[config.mk]
export PLATFORM = sky130hd
export DESIGN_NAME = serial_adder
export DESIGN_NICKNAME = d
export VERILOG_FILES = /design/src/rtl/adder_pkg.sv /design/src/rtl/full_adder_cell.sv /design/src/rtl/half_adder.sv /design/src/rtl/serial_adder.sv
export SDC_FILE = /design/constraint.sdc
export NUM_CORES = 1
export LEC_CHECK = 0
export CORE_MARGIN = 2
export CORE_UTILIZATION = 45
export CTS_CLUSTER_DIAMETER = 120
export DETAILED_ROUTE_END_ITERATION = 8
export GPL_ROUTABILITY_DRIVEN = 0
export PLACE_DENSITY = 0.7
export SYNTH_ARGS = -nofsm -noshare
export SYNTH_HDL_FRONTEND = slang
export SYNTH_HIERARCHICAL = 1
export SYNTH_SLANG_ARGS = --single-unit
[constraint.sdc]
create_clock -name clk -period 1.85 [get_ports clk]
set_input_delay 0.185 -clock clk [delete_from_list [all_inputs] [get_ports clk]]
set_output_delay 0.185 -clock clk [all_outputs]
set_load 0.005 [all_outputs]
[src/rtl/adder_pkg.sv]
// Shared types and helpers for the bit-serial adder datapath.
package adder_pkg;

  // Controller states; encoding 2'd3 is unused and recovers to S_IDLE.
  typedef enum logic [1:0] {
    S_IDLE = 2'd0,
    S_RUN  = 2'd1,
    S_DONE = 2'd2
  } state_e;

  // Width of the bit counter for a given operand width (at least one bit).
  function automatic int cnt_width(input int width);
    if (width > 1) begin
      return $clog2(width);
    end else begin
      return 1;
    end
  endfunction

endpackage

[src/rtl/full_adder_cell.sv]
// Full adder built from two half adders; the carries cannot both be high,
// so a plain OR merges them.
module full_adder_cell (
  input  logic a_i,
  input  logic b_i,
  input  logic cin_i,
  output logic sum_o,
  output logic cout_o
);

  logic prop_s;
  logic gen0_s;
  logic gen1_s;

  half_adder u_ha0 (
    .a_i     (a_i),
    .b_i     (b_i),
    .sum_o   (prop_s),
    .carry_o (gen0_s)
  );

  half_adder u_ha1 (
    .a_i     (prop_s),
    .b_i     (cin_i),
    .sum_o   (sum_o),
    .carry_o (gen1_s)
  );

  assign cout_o = gen0_s | gen1_s;

endmodule

[src/rtl/half_adder.sv]
// Gate-level half adder: sum = a ^ b, carry = a & b.
module half_adder (
  input  logic a_i,
  input  logic b_i,
  output logic sum_o,
  output logic carry_o
);

  assign sum_o   = a_i ^ b_i;
  assign carry_o = a_i & b_i;

endmodule

[src/rtl/serial_adder.sv]
// Bit-serial WIDTH-bit adder. Operands are accepted in IDLE, added LSB-first
// through one full-adder cell over WIDTH clocks, and the result is presented
// in DONE until the consumer takes it.
module serial_adder
  import adder_pkg::*;
#(
  parameter int WIDTH = 8,
  parameter int CNT_W = cnt_width(WIDTH)
) (
  input  logic             clk,
  input  logic             rst_n,
  input  logic             in_valid,
  output logic             in_ready,
  input  logic [WIDTH-1:0] in_a,
  input  logic [WIDTH-1:0] in_b,
  input  logic             in_cin,
  output logic             out_valid,
  input  logic             out_ready,
  output logic [WIDTH-1:0] out_sum,
  output logic             out_cout,
  output logic             busy
);

  localparam logic [CNT_W-1:0] CNT_LAST = CNT_W'(WIDTH - 1);

  state_e             state_q,    state_d;
  logic [WIDTH-1:0]   a_q,        a_d;
  logic [WIDTH-1:0]   b_q,        b_d;
  logic [WIDTH-1:0]   sum_q,      sum_d;
  logic               carry_q,    carry_d;
  logic [CNT_W-1:0]   cnt_q,      cnt_d;
  logic [WIDTH-1:0]   out_sum_q,  out_sum_d;
  logic               out_cout_q, out_cout_d;

  logic               fa_sum_s;
  logic               fa_cout_s;
  logic [WIDTH-1:0]   sum_shift_s;

  full_adder_cell u_fa (
    .a_i    (a_q[0]),
    .b_i    (b_q[0]),
    .cin_i  (carry_q),
    .sum_o  (fa_sum_s),
    .cout_o (fa_cout_s)
  );

  // Sum register shifted right with the new sum bit entering at the MSB.
  always_comb begin
    sum_shift_s            = sum_q >> 1;
    sum_shift_s[WIDTH-1]   = fa_sum_s;
  end

  // Next-state logic for the controller and the datapath registers.
  always_comb begin
    state_d    = state_q;
    a_d        = a_q;
    b_d        = b_q;
    sum_d      = sum_q;
    carry_d    = carry_q;
    cnt_d      = cnt_q;
    out_sum_d  = out_sum_q;
    out_cout_d = out_cout_q;

    case (state_q)
      S_IDLE: begin
        if (in_valid) begin
          a_d     = in_a;
          b_d     = in_b;
          carry_d = in_cin;
          cnt_d   = '0;
          state_d = S_RUN;
        end else begin
          state_d = S_IDLE;
        end
      end

      S_RUN: begin
        sum_d   = sum_shift_s;
        a_d     = a_q >> 1;
        b_d     = b_q >> 1;
        carry_d = fa_cout_s;
        cnt_d   = cnt_q + CNT_W'(1);
        if (cnt_q == CNT_LAST) begin
          // Capture the finished result so it holds after handoff.
          out_sum_d  = sum_shift_s;
          out_cout_d = fa_cout_s;
          state_d    = S_DONE;
        end else begin
          state_d = S_RUN;
        end
      end

      S_DONE: begin
        if (out_ready) begin
          state_d = S_IDLE;
        end else begin
          state_d = S_DONE;
        end
      end

      default: begin
        state_d = S_IDLE;
      end
    endcase
  end

  // State and datapath registers with asynchronous clear.
  always_ff @(posedge clk or negedge rst_n) begin
    if (!rst_n) begin
      state_q    <= S_IDLE;
      a_q        <= '0;
      b_q        <= '0;
      sum_q      <= '0;
      carry_q    <= 1'b0;
      cnt_q      <= '0;
      out_sum_q  <= '0;
      out_cout_q <= 1'b0;
    end else begin
      state_q    <= state_d;
      a_q        <= a_d;
      b_q        <= b_d;
      sum_q      <= sum_d;
      carry_q    <= carry_d;
      cnt_q      <= cnt_d;
      out_sum_q  <= out_sum_d;
      out_cout_q <= out_cout_d;
    end
  end

  assign in_ready  = (state_q == S_IDLE);
  assign out_valid = (state_q == S_DONE);
  assign busy      = (state_q == S_RUN) || (state_q == S_DONE);
  assign out_sum   = out_sum_q;
  assign out_cout  = out_cout_q;

endmodule

==> results.toml <==
[outcome]
outcome = "finished clean"

[detailed_routing]
avgViaCountPerCell = 5.48
vias = 1353
wl_mm = 3.80
wl_per_cell_um = 15.4
dr.pass1.iters = 4
remaining_drc_errors = 0
initialDrtViolationCount = 93
ant_nets = 0

[cts]
cts_buffers = 5
clock-sinks = 38
cts_tree = "built"
cts-root-buf = "clkbuf_8"
clk_pin_slew_worst_paths_ns = 0.07
cts.path.max_buffers = 2
htree_levels = 2
clkLatencyLatePin_ns = 0.29

[logic_synthesis]
yosys.area.top_type = "dfrtp_1"
ys_seq_area_share_pct = 52.3
synth.cell_area_um2 = 1820
avgSynthCellArea_um2 = 11.7
syn-num-nets = 185
ys_ff_latch = 38
async_reset_ff_share_pct = 100
synth_cell_types = 31
synthCells = 155
synthTopCellsByArea = "dfrtp_1 (52%), mux2_2 (11%), ha_1 (6.2%)"
ys.flop_type = "dfrtp_1"
synth_warnings = 6
synth-edff-count = 0
synth_top_area_share_pct = 52.3

[setup_path]
arrival_ns = 1.54
max_stage_delay_ns = 0.52
crit_required_ns = 1.66
r2r_end = "b_q[4]$_DFFE_PN0P_"
worstReg2RegStart = "state_q[0]$_DFF_PN0_"
reg2reg_setup_slack_ns = 0.21
reg2regPathDepth = 6
start_kind = "flop"
worstPathCellList = "inv_1, ha_4, clkdlybuf4s50_1"
cp_max_fo = 8
worstSetupEndpointType = "output pin"
worstSetupPathType = "reg2out"
slowest_stage = "clkdlybuf4s50_1"

[layout]
fillers = 321
nets = 227
num_antenna_cells = 0
fin_area_um2 = 2330
drive_above_1_share_pct = 23.9
fin_util_pct = 59.2
syn2layout_area_growth_pct = 28.4

[pwr]
swShare_pct = 35.1
peakVddDrop_uv = 782
p_leak_nw = 0.974
power_frac_seq_pct = 37.8
p_int_mw = 2.57
finalPower_mw = 3.96
p_switching_mw = 1.39
powerDensity_nw_per_um2 = 1700
combPwrFrac_pct = 48.9
pwr-share-clk_pct = 13.4

[timing]
rsz0062_at_grt = "false"
report.final.slew_viol_count = 0
fin_crit_sh_pct = 93.1
fin_crit_ns = 1.72
max_freq_mhz = 581
fin_worst_skew_ns = 0.0106
setup_viol_count_final = 0
maxSlewHeadroom_pct = 76.6
hold_viol = 0
fin_tns_setup_ns = 0
worst_pin_slew_ns = 0.351

[global_route]
gr-usage-all-layers_pct = 19.2
grt_max_degree = 21
antenna_found_initial = 0
overflow = 0
grt_pass1_wl_mm = 6.38
grt_pass1_vias = 1382

[job]
drv_cap = 0

[floorplan]
start_util_pct = 46.1
dieArea_um2 = 4560
pin_count = 33
rows = 23
coreArea_um2 = 3940
die_y_um = 67.5
die_w_um = 67.5

[placement]
hpwl_mm = 2.75
dpl_cell_area_um2 = 2240
io_buffers = 32

[hold_path]
hp-class = "in2async"
cell type report:
type | instances | area (um2) | share of cell area, %
well taps | 50 | 62.6 | 2.68
inverters | 5 | 18.8 | 0.805
multi-input cells | 102 | 806 | 34.5
flip-flops and latches | 38 | 951 | 40.8
repair buffers | 45 | 418 | 17.9
clock buffers | 7 | 76.3 | 3.27
state kept, by name, summed over array words and instances (netlist names):
| signal | count |
|---|---|
| state_q | 2 |
| carry_q | 1 |
| b_q | 8 |
| cnt_q | 3 |
| a_q | 8 |
| out_sum | 8 |
| out_cout | 1 |
| sum_q | 7 |
cells in the final DEF (no fill, tap or decap), types with 3 or more instances in the layout:
cell	instances
a211oi_1	4
a211oi_2	5
a22o_1	3
buf_4	13
clkbuf_8	5
clkdlybuf4s50_1	32
dfrtp_1	38
ha_1	8
inv_1	4
mux2_2	17
nand2b_1	3
nand3_1	3
nor2_1	12
nor3_1	10
o21ai_1	3
o22ai_1	12
worst max-delay path, delay by kind of cell (launching register included):
kind       cells  cell delay [ns]
buf+inv        2             0.66
fa+ha+maj      1             0.19
flops          1             0.40
how the worst max path moves through the flow:
| stage | end | cells after the start | start |
|---|---|---|---|
| after global placement | a_q[0]$_DFFE_PN0P_ | 6 | state_q[0]$_DFF_PN0_ |
| after global routing | busy | 3 | state_q[1]$_DFF_PN0_ |
| after CTS | in_ready | 3 | state_q[1]$_DFF_PN0_ |
| after detailed placement | a_q[0]$_DFFE_PN0P_ | 6 | state_q[0]$_DFF_PN0_ |
| final | in_ready | 3 | state_q[1]$_DFF_PN0_ |
| after floorplan | b_q[0]$_DFFE_PN0P_ | 6 | state_q[0]$_DFF_PN0_ |
metal layers:
metal / global-route usage, % / part of all wire, % / up-vias
met5: 0 / 0 / -
met4: 6.12 / 1.3 / 0
met3: 6.67 / 5.8 / 5
met2: 31.7 / 49 / 27
met1: 23.5 / 44 / 671
li1: - / - / 650
power groups by stage:
stage	Combinational, mW	Sequential (mW)	Clock [mW]
2_1_floorplan	1.29	1.44	0
3_3_place_gp	1.84	1.49	0
3_5_place_dp	1.90	1.51	0
4_1_cts	1.92	1.50	0.537
5_1_grt	2.15	1.54	0.580
6_report	1.93	1.49	0.530
cells in the mapped netlist, types with 2 or more instances:
| master | instances |
|---|---|
| dfrtp_1 | 38 |
| mux2_2 | 17 |
| nor2_1 | 12 |
| o22ai_1 | 12 |
| nor3_1 | 10 |
| ha_1 | 9 |
| buf_2 | 7 |
| a211oi_2 | 5 |
| a211oi_1 | 4 |
| inv_1 | 4 |
| a22o_1 | 3 |
| nand2b_1 | 3 |
| nand3_1 | 3 |
| o21ai_1 | 3 |
| a21oi_1 | 2 |
| a221oi_1 | 2 |
| clkbuf_1 | 2 |
| nand2_1 | 2 |
| nor2b_1 | 2 |
| o221a_2 | 2 |
| o22a_1 | 2 |
| or3_1 | 2 |
logic make-up after synthesis:
kind of cell / after synthesis / share of synthesized area (%)
compound gates: 38 / 16.7
fa+ha+maj: 9 / 6.20
buf+inv: 15 / 3.99
flops: 38 / 52.3
mux: 17 / 10.5
simple gates: 38 / 10.3
repair_timing:
action	CTS	global route
setup buffers	0	1
hold buffers	0	0
resized for setup	1	1
setup endpoints to repair	1	2
through the flow:
stage	worst slack, ns	std cells	hold WS, ns
2_1_floorplan	0.333	155	-0.111
3_3_place_gp	0.254	239	0.491
3_5_place_dp	0.182	239	0.492
4_1_cts	0.0550	246	0.245
5_1_grt	0.0490	247	0.248
6_report	0.127	247	0.232
No activity file was read; power rests on OpenSTA's default activity.
